**src/rtl/dot8_seq_if.sv**
```systemverilog
// rtl/dot8_seq_if.sv - dot8_seq job, memory-read, pipeline and result signals
// master: the sequencer; slave: memories, dot8 instance and job controller.
interface dot8_seq_if #(
  parameter int OWIDTH = 32,
  parameter int VADDRW = 6,
  parameter int MADDRW = 12,
  parameter int ROWW   = 8
);
  logic              start;
  logic [ROWW-1:0]   num_rows;
  logic [VADDRW-1:0] num_chunks;
  logic [VADDRW-1:0] vec_raddr;
  logic [MADDRW-1:0] mat_raddr;
  logic              rd_en;
  logic              dot_ivalid;
  logic [OWIDTH-1:0] dot_result;
  logic              dot_ovalid;
  logic [OWIDTH-1:0] out_data;
  logic [ROWW-1:0]   out_row;
  logic              out_valid;
  logic              busy;
  logic              done;

  modport master (
    input  start, num_rows, num_chunks, dot_result, dot_ovalid,
    output vec_raddr, mat_raddr, rd_en, dot_ivalid,
    output out_data, out_row, out_valid, busy, done
  );

  modport slave (
    output start, num_rows, num_chunks, dot_result, dot_ovalid,
    input  vec_raddr, mat_raddr, rd_en, dot_ivalid,
    input  out_data, out_row, out_valid, busy, done
  );
endinterface

```
**src/rtl/dot8_seq.sv**
```systemverilog
// rtl/dot8_seq.sv - chunked matrix-vector sequencer around a dot8 pipeline
// Optional macro DOT8_SEQ_SAT_EN: saturating row accumulation (default wraps).
module dot8_seq #(
  parameter int OWIDTH  = 32,
  parameter int VADDRW  = 6,
  parameter int MADDRW  = 12,
  parameter int ROWW    = 8,
  parameter int DOT_LAT = 5
) (
  input logic         clk,
  input logic         rst,
  dot8_seq_if.master  bus
);

  typedef enum logic [1:0] {
    IDLE  = 2'd0,
    ISSUE = 2'd1,
    DRAIN = 2'd2
  } state_t;

  typedef struct packed {
    logic            vld;
    logic            first;
    logic            last;
    logic            fin;
    logic [ROWW-1:0] row;
  } tag_t;

  state_t            state, state_nx;
  logic [ROWW-1:0]   nrows, row;
  logic [VADDRW-1:0] nchunks, chunk;
  logic [MADDRW-1:0] maddr;
  tag_t              tags [DOT_LAT+1];
  tag_t              tag_out;
  logic [OWIDTH-1:0] acc, acc_base, acc_nx;
  logic [OWIDTH-1:0] out_data_q;
  logic [ROWW-1:0]   out_row_q;
  logic              out_valid_q, done_q, ivalid_q;
  logic              rd_en, last_chunk, last_row, dims_ok, take;

  assign last_chunk = (chunk == nchunks - VADDRW'(1));
  assign last_row   = (row == nrows - ROWW'(1));
  assign dims_ok    = (bus.num_rows != '0) && (bus.num_chunks != '0);
  assign tag_out    = tags[DOT_LAT];
  // Results whose tag slot is empty (e.g. in flight across a reset) are dropped.
  assign take       = bus.dot_ovalid && tag_out.vld;

  always_ff @(posedge clk) begin
    if (rst) state <= IDLE;
    else     state <= state_nx;
  end

  always_comb begin
    state_nx = state;
    rd_en    = 1'b0;
    case (state)
      IDLE:  if (bus.start && dims_ok) state_nx = ISSUE;
      ISSUE: begin
        rd_en = 1'b1;
        if (last_chunk && last_row) state_nx = DRAIN;
      end
      DRAIN: if (done_q) state_nx = IDLE;
      default: state_nx = IDLE;
    endcase
  end

`ifdef DOT8_SEQ_SAT_EN
  logic [OWIDTH:0] wide;
`endif

  always_comb begin
    acc_base = tag_out.first ? '0 : acc;
`ifdef DOT8_SEQ_SAT_EN
    wide = {acc_base[OWIDTH-1], acc_base} + {bus.dot_result[OWIDTH-1], bus.dot_result};
    if (wide[OWIDTH] != wide[OWIDTH-1])
      acc_nx = wide[OWIDTH] ? {1'b1, {(OWIDTH-1){1'b0}}} : {1'b0, {(OWIDTH-1){1'b1}}};
    else
      acc_nx = wide[OWIDTH-1:0];
`else
    acc_nx = acc_base + bus.dot_result;
`endif
  end

  always_ff @(posedge clk) begin
    if (rst) begin
      nrows       <= '0;
      nchunks     <= '0;
      row         <= '0;
      chunk       <= '0;
      maddr       <= '0;
      acc         <= '0;
      out_data_q  <= '0;
      out_row_q   <= '0;
      out_valid_q <= 1'b0;
      done_q      <= 1'b0;
      ivalid_q    <= 1'b0;
      for (int i = 0; i <= DOT_LAT; i++) tags[i] <= '0;
    end else begin
      ivalid_q    <= rd_en;
      out_valid_q <= 1'b0;
      done_q      <= 1'b0;
      if (state == IDLE && bus.start) begin
        if (dims_ok) begin
          nrows   <= bus.num_rows;
          nchunks <= bus.num_chunks;
          row     <= '0;
          chunk   <= '0;
          maddr   <= '0;
        end else begin
          done_q  <= 1'b1;
        end
      end
      if (rd_en) begin
        maddr <= maddr + MADDRW'(1);
        if (last_chunk) begin
          chunk <= '0;
          row   <= row + ROWW'(1);
        end else begin
          chunk <= chunk + VADDRW'(1);
        end
      end
      // Tag travels 1 memory cycle + DOT_LAT so it lines up with dot_ovalid.
      tags[0] <= '{vld: rd_en, first: (chunk == '0), last: last_chunk,
                   fin: last_chunk && last_row, row: row};
      for (int i = 1; i <= DOT_LAT; i++) tags[i] <= tags[i-1];
      if (take) begin
        acc <= acc_nx;
        if (tag_out.last) begin
          out_data_q  <= acc_nx;
          out_row_q   <= tag_out.row;
          out_valid_q <= 1'b1;
          done_q      <= tag_out.fin;
        end
      end
    end
  end

  assign bus.rd_en      = rd_en;
  assign bus.dot_ivalid = ivalid_q;
  assign bus.vec_raddr  = chunk;
  assign bus.mat_raddr  = maddr;
  assign bus.out_data   = out_data_q;
  assign bus.out_row    = out_row_q;
  assign bus.out_valid  = out_valid_q;
  assign bus.busy       = (state != IDLE);
  assign bus.done       = done_q;

endmodule

```
**src/flat_wrapper.sv**
```systemverilog
// flat-port wrapper written by rule: the top's interface ports become plain ports
module dot8_seq_flat 
#(
  parameter int OWIDTH  = 32,
  parameter int VADDRW  = 6,
  parameter int MADDRW  = 12,
  parameter int ROWW    = 8,
  parameter int DOT_LAT = 5
)
  (clk, rst, bus_start, bus_num_rows, bus_num_chunks, bus_dot_result, bus_dot_ovalid, bus_vec_raddr, bus_mat_raddr, bus_rd_en, bus_dot_ivalid, bus_out_data, bus_out_row, bus_out_valid, bus_busy, bus_done);
  dot8_seq_if #(.OWIDTH(OWIDTH), .VADDRW(VADDRW), .MADDRW(MADDRW), .ROWW(ROWW)) bus_i ();
  input logic clk;
  input logic rst;
  input wire logic [$bits(bus_i.start)-1:0] bus_start;
  input wire logic [$bits(bus_i.num_rows)-1:0] bus_num_rows;
  input wire logic [$bits(bus_i.num_chunks)-1:0] bus_num_chunks;
  input wire logic [$bits(bus_i.dot_result)-1:0] bus_dot_result;
  input wire logic [$bits(bus_i.dot_ovalid)-1:0] bus_dot_ovalid;
  output wire logic [$bits(bus_i.vec_raddr)-1:0] bus_vec_raddr;
  output wire logic [$bits(bus_i.mat_raddr)-1:0] bus_mat_raddr;
  output wire logic [$bits(bus_i.rd_en)-1:0] bus_rd_en;
  output wire logic [$bits(bus_i.dot_ivalid)-1:0] bus_dot_ivalid;
  output wire logic [$bits(bus_i.out_data)-1:0] bus_out_data;
  output wire logic [$bits(bus_i.out_row)-1:0] bus_out_row;
  output wire logic [$bits(bus_i.out_valid)-1:0] bus_out_valid;
  output wire logic [$bits(bus_i.busy)-1:0] bus_busy;
  output wire logic [$bits(bus_i.done)-1:0] bus_done;
  assign bus_i.start = bus_start;
  assign bus_i.num_rows = bus_num_rows;
  assign bus_i.num_chunks = bus_num_chunks;
  assign bus_i.dot_result = bus_dot_result;
  assign bus_i.dot_ovalid = bus_dot_ovalid;
  assign bus_vec_raddr = bus_i.vec_raddr;
  assign bus_mat_raddr = bus_i.mat_raddr;
  assign bus_rd_en = bus_i.rd_en;
  assign bus_dot_ivalid = bus_i.dot_ivalid;
  assign bus_out_data = bus_i.out_data;
  assign bus_out_row = bus_i.out_row;
  assign bus_out_valid = bus_i.out_valid;
  assign bus_busy = bus_i.busy;
  assign bus_done = bus_i.done;
  dot8_seq #(.OWIDTH(OWIDTH), .VADDRW(VADDRW), .MADDRW(MADDRW), .ROWW(ROWW), .DOT_LAT(DOT_LAT)) u_core (.clk(clk), .rst(rst), .bus(bus_i));
endmodule
```
**config.mk**
```make
export PLATFORM = sky130hd
export DESIGN_NAME = dot8_seq_flat
export DESIGN_NICKNAME = d
export VERILOG_FILES = /design/src/rtl/dot8_seq_if.sv /design/src/rtl/dot8_seq.sv /design/src/flat_wrapper.sv
export SDC_FILE = /design/constraint.sdc
export NUM_CORES = 1
export LEC_CHECK = 0
export CORE_ASPECT_RATIO = 1.1
export CORE_MARGIN = 10
export CORE_UTILIZATION = 45
export CTS_CLUSTER_DIAMETER = 50
export DETAILED_ROUTE_END_ITERATION = 12
export HOLD_SLACK_MARGIN = 0.02
export PLACE_DENSITY = 0.68
export SKIP_LAST_GASP = 1
export SLEW_MARGIN = 20
export SYNTH_ARGS = -nofsm -noshare
export SYNTH_HDL_FRONTEND = slang
export SYNTH_SLANG_ARGS = --single-unit
export TNS_END_PERCENT = 30
```
**constraint.sdc**
```tcl
create_clock -name clk -period 4.66 [get_ports clk]
set_input_delay 0.699 -clock clk [delete_from_list [all_inputs] [get_ports clk]]
set_output_delay 0.699 -clock clk [all_outputs]
set_load 0.03 [all_outputs]
```
=== Word-level counts from Yosys, hierarchy flattened ===
Memories as Yosys holds them, arrays and structs flattened.
Index checks and enable logic that the tools add are counted.

* Register bits after elaboration: 117
* Bits in latches: 0
* RAM bits: 72
* ROM bits: 0
* Output and inout port bits: 63
* Memories: 1

* Add/subtract/negate cells: 6
* $mul: 0
* Div/mod/pow operators: 0
* Order comparisons: 0
* Equality and inequality tests: 7
* Shift operators: 0
* Multiplexer cells: 31
* Bitwise logic cells: 7
* Reduce and logical (&&, ||, !) cells: 17

{| class="wikitable"
|+ Memory list
! name !! depth !! bits a word !! rd ports !! clocked after memory_dff !! write ports !! RTL line !! text
|-
| u_core.tags || 6 || 12 || 6 || 0 || 6 || dot8_seq.sv:33 || <nowiki>tag_t tags [DOT_LAT+1];</nowiki>
|}

{| class="wikitable"
|+ Operators with widths
! cell !! number
|-
| $mux 12 || 9
|-
| $add 32x32->32 || 1
|-
| $mux 32 || 1
|-
| $mux 8 || 4
|-
| $mux 6 || 4
|-
| $add 12x1->12 const B || 1
|-
| $mux 1 || 9
|-
| $add 8x1->8 const B || 1
|-
| $eq 8x8->1 || 1
|-
| $reduce_bool 8->1 || 1
|-
| $sub 8x1->8 const B || 1
|-
| $add 6x1->6 const B || 1
|-
| $eq 6x6->1 || 1
|-
| $logic_not 6->1 || 1
|-
| $mux 2 || 3
|-
| $ne 2x1->1 const B || 3
|-
| $or 1x1->1 || 6
|-
| $pmux 2 s3 || 1
|-
| $reduce_and 2->1 || 3
|-
| $reduce_bool 2->1 || 3
|-
| $reduce_bool 6->1 || 1
|-
| $sub 6x1->6 const B || 1
|-
| $logic_and 1x1->1 || 5
|-
| $reduce_and 3->1 || 1
|-
| 5 further kinds || 5
|}

=== Depth between registers and ports, before layout ===
Gate-level depths: netlist of the first run.

* Depth in word-level cells: 6
* Depth in mapped cells: 11

=== Least setup slack after synthesis of the first run ===
No wires, ideal clock.

* Path kind: reg-to-reg
* Start: memory u_core.tags[5][10] (netlist name)
* End: register u_core.acc[30]
* Arrival time: 2582 ps
* Required time: 4538 ps
* Slack: 1956 ps
* Cell stages (with the launch flop): 12
* Buffers on the path: 1
* Period minus slack after synthesis: 2704 ps
* Path through: dfxtp_1 clkbuf_1 nor2b_1 ha_1 fa_1 a21oi_1 o21ai_0 a21oi_1 nand4_1 nand3b_1 a2111oi_0 a311o_1

{| class="wikitable"
|+ RTL lines
! what !! RTL line !! text
|-
| start: declaration || dot8_seq.sv:33 ||
|-
| end signal: assignment || dot8_seq.sv:127 || <nowiki>acc <= acc_nx;</nowiki>
|-
| end: declaration || dot8_seq.sv:35 || <nowiki>logic [OWIDTH-1:0] acc, acc_base, acc_nx;</nowiki>
|}

==> metrics.txt, run 1 <==
status complete, no violations; area taken by multi-input logic gates between 4000 and 5000 um2; wire per inst between 15 and 20 um; Final Cycle Share 74.5%; yosys warns 0; chip width approximately 150 um; Synth area leader dfxtp_1; Final min period between 3 and 4 ns; Initial Utilization between 40% and 50%; die area approximately 26000 um2; # fillers 1788; Leak Pwr about 4 nW; mapped cell area ~8900 um2; detailed-route via count between 7k and 8k; maxcap violations 0; area grow syn2layout 21.1%; vias per inst about 5.4; CP startpoint kind flip-flop; Synth top area share a little over two fifths; Psw 0.000860 W; Combinational Power Share under 10%; commonest non-fill, non-tap cell in the layout dfxtp_1; Routed Wire Length ~22000 um; ant diodes 0; Setup violations, final 0; Mapped Nets 1161; Top-Level Pins roughly 110; Slew @ Worst Pin 1.04 ns; most frequent cells in the layout dfxtp_1, nand2_1, clkdlybuf4s50_1; worst skew pair latency ~0.43 ns; FMAX around 0.29 GHz; flops & latches, synth roughly 190; clk buf depth 2; GR Overflow Total 0; core area roughly 19000 um2; total chip power between 0.003 and 0.004 W; Final ANT Viol Nets 0; Detailed Place HPWL 15600 um; first-pass GRT wire length 36600 um; share of cells above drive strength 1 around 5.2%; CTS resizes 0; Total Routing Usage GR about 17%; Hold-fix buffers, CTS 0; Crit. Startpoint u_core.tags[5][10]; P_int approximately 0.0026 W; Placer Congestion between 0.9 and 1; Post-Syn Instances approximately 1.1k; Hold Crit Class reg -> reg; clk sinks around 190; max-slew violations 0; # DRC 0; async set-reset flop share out of synthesis 0%; first-pass iteration count of the detailed router 5; Power Dens Cells between 300 and 400 nW/um2; switching part of the total power approximately 25%; Post-CTS Setup Inserts 0; top_reg_cell synth dfxtp_1; Post-synth EDFFs 0; Clock Pin Slew Worst Setup and Hold Paths roughly 0.070 ns; Final #Nets around 1.2k; FF/Latch Area 3760 um2; CTS tree yes; WP data required ~5 ns; Mean Syn Cell Area 8.32 um2; ranking of synthesized cells by area dfxtp_1, nor2b_1, nand2_1; Slew headroom a little over 30%; arrival time worst endpoint 3.79 ns; Netlist cell types 73; H-tree Lvls 4; Port Buf Inserts 112; critical path class reg -> reg; hold_ws between 0.4 and 0.5 ns; die height ~170 um; Reg power frac between 40 and 50%; Critical R2R Launch u_core.tags[5][10]; clock root buffer clkbuf_16; hold depth 1; RSZ-0062 raised after global routing no; post-synthesis sequential area ratio ~42%; Hold Startpoint u_core.tags[1][2]; clock skew ~0.011 ns; largest net degree at the start of global routing between 100 and 150; Worst R2R Path Depth 10; final hold violation count 0; # rows 53; initial antenna violation count 0; clock power share ~45%; CP endpoint kind flip-flop; cts bufs inserted 17; critical-path maximum fanout 20; vias in the first global route roughly 7.4k; DR iter-0 viols ~330; Setup TNS Final 0 ns; peak supply drop about 0.00031 V
-- metal layers --
metal	up-vias	wire length, um	track usage, %	part of all wire, %
met5	-	0	0	0
met1	3575	9920	20.3	45
met3	27	1310	4.51	6.0
met4	0	456	6.08	2.1
li1	3905	-	-	-
met2	170	10200	27.6	47
-- flip-flops by register name, summed over array words and instances, names as in the netlist --
name and count:
u_core.bus.out_row 8, u_core.acc 32, u_core.bus.done 1, u_core.bus.out_data 32, u_core.nchunks 6, u_core.nrows 8
u_core.tags 72, u_core.bus.out_valid 1, u_core.state 2, u_core.row 8, u_core.bus.vec_raddr 6, u_core.bus.mat_raddr 12
-- final timing paths --
path	slack (ns)	endpoint
hold / removal	0.43	u_core.tags[2][2]
hold reg to reg	0.43	u_core.tags[2][2]
setup reg to reg	1.19	u_core.acc[30]
setup / recovery	1.19	u_core.acc[30]
-- critical path: stages (launching register included) --
cell       delay [ns]
dfxtp_1          0.87
nor2b_1          0.13
ha_1             0.26
fa_1             0.41
a21oi_1          0.22
o21ai_0          0.20
a21oi_1          0.34
nand4_1          0.25
nand3b_1         0.21
a2111oi_0        0.13
a311o_1          0.34
-- cells in the mapped netlist, drive strengths merged (8+ instances only) --
master	number
a211oi	13
a21o	8
a21oi	108
a31oi	11
and2	8
and3	15
buf	9
clkbuf	54
dfxtp	188
ha	37
inv	24
nand2	157
nand3	49
nand4	12
nor2	51
nor2b	105
nor3	18
nor4	11
o211ai	10
o21ai	50
xnor2	25
xor2	13
-- layout make-up --
class                           instances  share of cell area, %
Clock buffer                           18                   4.06
Clock inverter                         14                   1.78
Inverter                               25                  0.868
Multi-Input combinational cell        797                   44.6
Sequential cell                       188                   34.8
Tap cell                              247                   2.86
Timing Repair Buffer                  120                   11.0
-- per-stage QoR --
stage | setup WS (ns) | std cells | instance area, um2 | utilization (%)
global placement | 1.20 | 1377 | 10200 | 52.8
CTS | 1.25 | 1409 | 10800 | 56.1
detailed placement | 1.14 | 1377 | 10200 | 52.8
global route | 0.972 | 1409 | 10800 | 56.1
finish | 1.19 | 1409 | 10800 | 56.1
floorplan | 1.96 | 1073 | 8930 | -
-- power groups by stage --
stage	combinational, W	clock, W	sequential (W)
after floorplan	0.000170	0	0.00167
after global placement	0.000266	0	0.00167
after detailed placement	0.000268	0	0.00167
after CTS	0.000270	0.00157	0.00163
after global routing	0.000297	0.00163	0.00164
final	0.000269	0.00153	0.00164
-- kinds of logic (layout without fill, tap and decap cells) --
| kind of cell | Yosys count | count (layout) | synth area share, % |
|---|---|---|---|
| adders and majority gates | 38 | 38 | 5.41 |
| xor gates and xnor gates | 38 | 38 | 3.73 |
| buffers and inverters | 88 | 177 | 3.80 |
| DFF | 188 | 188 | 42.1 |
| muxes | 4 | 4 | 0.476 |
| AOI/OAI and AO/OA | 251 | 251 | 17.6 |
| and+or+nand+nor | 466 | 466 | 26.8 |
(Power assumes the default switching activity.)
==> run 2, diff against run 1 <==
--- a/config.mk
+++ b/config.mk
@@ -11,7 +11,7 @@
 export CTS_CLUSTER_DIAMETER = 50
 export DETAILED_ROUTE_END_ITERATION = 12
 export HOLD_SLACK_MARGIN = 0.02
-export PLACE_DENSITY = 0.68
+export PLACE_DENSITY = 0.71
 export SKIP_LAST_GASP = 1
 export SLEW_MARGIN = 20
 export SYNTH_ARGS = -nofsm -noshare
==> constraint.sdc (replaced) <==
create_clock -name clk -period 3.1 [get_ports clk]
set_input_delay 0.465 -clock clk [delete_from_list [all_inputs] [get_ports clk]]
set_output_delay 0.465 -clock clk [all_outputs]
set_load 0.03 [all_outputs]
==> metrics.txt, run 2 (synthesized netlist as in run 1, its figures left out) <==
status complete, no violations (unchanged); Hold Crit Class in -> reg (was reg -> reg); vias per inst 5.43 (was 5.45); Detailed Place HPWL 16100 um (was 15600 um); max reg flops 72 (unchanged); Post-CTS Setup Inserts 0 (unchanged); # fillers 1805 (was 1788); post-layout util 57.0% (was 56.1%); Total Routing Usage GR 17.0% (was 16.7%); worst skew pair latency 0.43 ns (about the same); area grow syn2layout 23.1% (was 21.1%); Setup WS post-layout 0.272 ns (was 1.19 ns); RR Endpoint u_core.bus.out_data[30] (was u_core.acc[30]); worst slack at placement -0.0407 ns (was 1.14 ns); # rows 53 (unchanged); Slew @ Worst Pin 0.789 ns (was 1.04 ns); Finished Layout Cells 1439 (was 1409); arrival time worst endpoint 3.18 ns (was 3.79 ns); die height 168 um (unchanged); initial antenna violation count 0 (unchanged); chip width 154 um (unchanged); max-slew violations 0 (unchanged); Worst R2R Path Depth 11 (was 10); maxcap violations 0 (unchanged); Leak Pwr 4.18 nW (was 4.06 nW); first-pass GRT wire length 36900 um (was 36600 um); GR Overflow Total 0 (unchanged); H-tree Lvls 4 (unchanged); CTS resizes 0 (unchanged); hold_ws 0.412 ns (was 0.434 ns); final hold violation count 0 (unchanged); Initial Utilization 46.3% (unchanged); clk sinks 188 (unchanged); # DRC 0 (unchanged); Final ANT Viol Nets 0 (unchanged); Slew headroom 47.3% (was 30.8%); Crit. Startpoint u_core.tags[5][10] (unchanged); FMAX 0.354 GHz (was 0.288 GHz); share of cells above drive strength 1 7.63% (was 5.16%); clk buf depth 2 (unchanged); Final min period 2.83 ns (was 3.47 ns); Setup violations, final 0 (unchanged); DR iter-0 viols 503 (was 325); ant diodes 0 (unchanged); CP endpoint kind flip-flop (unchanged); Clock Pin Slew Worst Setup and Hold Paths 0.07 ns (about the same); Power Dens Cells 457 nW/um2 (was 317 nW/um2); clock skew 0.0107 ns (was 0.0109 ns); core area 19300 um2 (unchanged); first-pass iteration count of the detailed router 5 (unchanged); Critical R2R Launch u_core.tags[5][10] (unchanged); cts bufs inserted 17 (unchanged); commonest non-fill, non-tap cell in the layout dfxtp_1 (unchanged); most frequent cells in the layout dfxtp_1, nand2_1, clkdlybuf4s50_1 (unchanged); Hold Startpoint rst (was u_core.tags[1][2]); Largest Register u_core.tags (unchanged); WP data required 3.45 ns (was 4.98 ns); CP endpoint u_core.bus.out_data[30] (was u_core.acc[30]); Top-Level Pins 113 (unchanged); Reg2Reg Setup Slack 0.27 ns (was 1.19 ns); RSZ-0062 raised after global routing no (unchanged); Hold-fix buffers, CTS 0 (unchanged); vias in the first global route 7503 (was 7438); Routed Wire Length 22200 um (was 21900 um); critical-path maximum fanout 14 (was 20); die area 25900 um2 (unchanged); Port Buf Inserts 112 (unchanged); largest net degree at the start of global routing 74 (was 124); placed cell count 1407 (was 1377); Placer Congestion 0.930 (was 0.909); peak supply drop 0.000405 V (was 0.000313 V); wire per inst 15.4 um (was 15.5 um); critical path class reg -> reg (unchanged); Final #Nets 1267 (was 1237); Final Cycle Share 91.2% (was 74.5%); detailed-route via count 7810 (was 7677); CTS tree yes (unchanged); clock root buffer clkbuf_16 (unchanged); CP startpoint kind flip-flop (unchanged)
run 2: cell type report:
type | count | area [um2] | share of cell area, %
clock buffer | 17 | 425 | 3.87
clock inverter | 15 | 169 | 1.54
inverter | 25 | 93.8 | 0.854
multi-input combinational | 797 | 4830 | 43.9
sequential | 188 | 3760 | 34.2
tap | 247 | 309 | 2.81
timing repair buffer | 150 | 1400 | 12.8
run 2: worst max-delay path, cell delays in order (launching register included):
cell,delay (ns)
dfxtp_2,0.44
buf_4,0.27
nor2b_1,0.08
ha_1,0.39
a21oi_1,0.12
o21a_1,0.23
o211a_1,0.13
a22oi_1,0.29
nand3b_1,0.15
buf_4,0.16
or3_1,0.30
a31oi_1,0.18
run 2: how the worst min path moves through the flow:
stage               cells past startpoint                 endpoint
floorplan                               1        u_core.tags[1][0]
global placement                        1        u_core.tags[1][2]
detailed placement                      1       u_core.tags[4][10]
CTS                                     2          u_core.state[1]
global route                            2  u_core.bus.mat_raddr[9]
finish                                  2  u_core.bus.mat_raddr[9]
run 2: layer usage:
metal	vias up	global-route usage [%]	wire length (um)
met4	0	5.51	382
met5	-	0	0
met3	27	4.69	1590
li1	3970	-	-
met2	203	27.9	10300
met1	3610	20.9	9930
run 2: stage by stage:
stage | area (um2) | TNS [ns] | power, W
2_1_floorplan | 8930 | 0 | 0.00277
3_3_place_gp | 10400 | 0 | 0.00293
3_5_place_dp | 10400 | -0.0968 | 0.00293
4_1_cts | 11000 | 0 | 0.00508
5_1_grt | 11000 | 0 | 0.00522
6_report | 11000 | 0 | 0.00503
run 2: where the power goes:
| group | switching (W) | internal [W] |
|---|---|---|
| Clock | 0.00106 | 0.00109 |
| Sequential | 0.0000218 | 0.00243 |
| Combinational | 0.000242 | 0.000180 |
| Total | 0.00132 | 0.00370 |
==> run 3, diff against run 2 <==
--- a/config.mk
+++ b/config.mk
@@ -5,13 +5,16 @@
 export SDC_FILE = /design/constraint.sdc
 export NUM_CORES = 1
 export LEC_CHECK = 0
+export ABC_AREA = 0
+export CELL_PAD_IN_SITES_DETAIL_PLACEMENT = 2
+export CELL_PAD_IN_SITES_GLOBAL_PLACEMENT = 2
 export CORE_ASPECT_RATIO = 1.1
 export CORE_MARGIN = 10
-export CORE_UTILIZATION = 45
+export CORE_UTILIZATION = 30
 export CTS_CLUSTER_DIAMETER = 50
 export DETAILED_ROUTE_END_ITERATION = 12
 export HOLD_SLACK_MARGIN = 0.02
-export PLACE_DENSITY = 0.71
+export PLACE_DENSITY = 0.77
 export SKIP_LAST_GASP = 1
 export SLEW_MARGIN = 20
 export SYNTH_ARGS = -nofsm -noshare
==> metrics.txt, run 3 (synthesized netlist as in run 1, its figures left out) <==
initial antenna violation count 0 (unchanged); status finished, violations left (was complete, no violations); Slew headroom 53.8% (was 47.3%); first-pass iteration count of the detailed router 4 (was 5); vias per inst 5.17 (was 5.43); Setup WS post-layout -0.0153 ns (was 0.272 ns); arrival time worst endpoint 3.48 ns (was 3.18 ns); Cell Area, Placed 10600 um2 (was 10400 um2); # fillers 3301 (was 1805); Worst R2R Path Depth 10 (was 11); die area 37100 um2 (was 25900 um2); Crit. Startpoint u_core.tags[5][10] (unchanged); Final Instance Area 11200 um2 (was 11000 um2); CP startpoint kind flip-flop (unchanged); clock root buffer clkbuf_16 (unchanged); final hold violation count 0 (unchanged); chip width 185 um (was 154 um); hold depth 1 (was 2); Final ANT Viol Nets 0 (unchanged); crit path buf inv count 1 (was 2); FMAX 0.321 GHz (was 0.354 GHz); # rows 66 (was 53); critical path class reg -> reg (unchanged); Reg2Reg Setup Slack -0.02 ns (was 0.27 ns); share of cells above drive strength 1 8.43% (was 7.63%); Initial Utilization 30.3% (was 46.3%); wire per inst 18.8 um (was 15.4 um); Critical R2R Launch u_core.tags[5][10] (unchanged); largest net degree at the start of global routing 127 (was 74); failing checks negative setup slack; max reg flops 72 (unchanged); CP endpoint kind flip-flop (unchanged); maxcap violations 0 (unchanged); ant diodes 0 (unchanged); detailed-route via count 8134 (was 7810); DR iter-0 viols 260 (was 503); RSZ-0062 raised after global routing yes (was no); Hold Startpoint u_core.tags[3][10] (was rst); WP data required 3.47 ns (was 3.45 ns); # DRC 0 (unchanged); clk buf depth 2 (unchanged); Clock Pin Slew Worst Setup and Hold Paths 0.07 ns (about the same); commonest non-fill, non-tap cell in the layout dfxtp_1 (unchanged); Routed Wire Length 29500 um (was 22200 um); Total Routing Usage GR 16.0% (was 17.0%); Final min period 3.12 ns (was 2.83 ns); Slew @ Worst Pin 0.692 ns (was 0.789 ns); area grow syn2layout 25.9% (was 23.1%); Top delay family on crit path compound AO/OA/AOI/OAI gates (unchanged); worst skew pair latency 0.45 ns (was 0.43 ns); RR Endpoint u_core.bus.out_data[27] (was u_core.bus.out_data[30]); clock skew 0.0124 ns (was 0.0107 ns); die height 201 um (was 168 um); core area 29500 um2 (was 19300 um2); cts bufs inserted 17 (unchanged); clk sinks 188 (unchanged); Top-Level Pins 113 (unchanged); critical-path maximum fanout 24 (was 14); Hold-fix buffers, CTS 0 (unchanged); Placer Congestion 0.913 (was 0.930); vias in the first global route 8952 (was 7503); critical path's slowest cell a211oi_2 (was dfxtp_2); GR Overflow Total 0 (unchanged); max-slew violations 0 (unchanged); Hold Crit Class reg -> reg (was in -> reg); Leak Pwr 4.22 nW (was 4.18 nW); most frequent cells in the layout dfxtp_1, nand2_1, clkdlybuf4s50_1 (unchanged); Setup violations, final 1 (was 0); Setup TNS Final -0.0153 ns (was 0 ns); first-pass GRT wire length 48100 um (was 36900 um); H-tree Lvls 4 (unchanged); Worst path max stage delay 0.45 ns (was 0.44 ns); CTS tree yes (unchanged); Power Dens Cells 457 nW/um2 (about the same); peak supply drop 0.000285 V (was 0.000405 V); Largest Register u_core.tags (unchanged); Final #Nets 1273 (was 1267); crit-path cells buf_6 -> nor2b_1 -> ha_1 -> nand4_1 -> nor3_1 -> o211ai_1 -> a211o_1 -> a211oi_2 -> nand2_1 -> a31oi_1 (was buf_4 -> nor2b_1 -> ha_1 -> a21oi_1 -> o21a_1 -> o211a_1 -> a22oi_1 -> nand3b_1 -> buf_4 -> or3_1 -> a31oi_1); Detailed Place HPWL 21300 um (was 16100 um); Hold Crit Endpoint u_core.tags[4][10] (was u_core.bus.mat_raddr[9]); Final Cycle Share 100% (was 91.2%); Port Buf Inserts 112 (unchanged)
run 3: worst max-delay path by stage:
stage | end | slack, ns | depth (start not counted)
floorplan | u_core.acc[30] | 0.40 | 11
global placement | u_core.acc[30] | -0.003 | 11
detailed placement | u_core.acc[26] | -0.14 | 10
CTS | u_core.bus.out_data[27] | 0.08 | 10
global route | u_core.bus.out_data[27] | -0.16 | 10
finish | u_core.bus.out_data[27] | -0.02 | 10
run 3: repair_timing:
| item | CTS | global route |
|---|---|---|
| setup buffers | 0 | 1 |
| pin swaps | 0 | 1 |
| setup endpoints to repair | 1 | 15 |
| hold endpoints to repair | 0 | 0 |
| gates resized for setup | 1 | 5 |
run 3: layer usage:
metal	vias up	global-route usage, %	share of wire (%)	routed length (um)
met1	3996	19.2	45	13200
met2	139	27.6	49	14400
met4	0	4.45	1.7	506
met3	30	3.73	4.6	1340
met5	-	0	0	0
li1	3969	-	-	-
run 3: where the power goes:
part	switching (W)	internal, W
combinational	0.000268	0.000188
clock	0.00114	0.00109
sequential	0.0000233	0.00243
total	0.00143	0.00371
run 3: final cells by class:
type	instances	area [um2]	share of cell area (%)
Multi-Input combinational cell	797	4860	43.2
Tap cell	374	468	4.16
Timing Repair Buffer	156	1470	13.0
Clock inverter	15	166	1.48
Sequential cell	188	3760	33.5
Inverter	25	93.8	0.835
Clock buffer	17	425	3.78
run 3: stage by stage:
step                      utilization, %  setup WS (ns)  hold WS (ns)  power [W]  std cells
after floorplan                        -          0.396         0.414    0.00277       1073
after global placement              36.0       -0.00348         0.416    0.00296       1539
after detailed placement            36.0         -0.136         0.425    0.00297       1539
after CTS                           38.0         0.0754         0.445    0.00521       1571
after global routing                38.1         -0.156         0.460    0.00536       1572
final                               38.1        -0.0153         0.440    0.00514       1572
run 3: worst reg2reg max path, delay by kind of cell (launching register included):
family                     cells  cell delay (ns)
AOI/OAI and AO/OA              4             1.26
and+or+nand+nor                4             0.79
adders and majority gates      1             0.40
DFF                            1             0.35
buffers and inverters          1             0.25
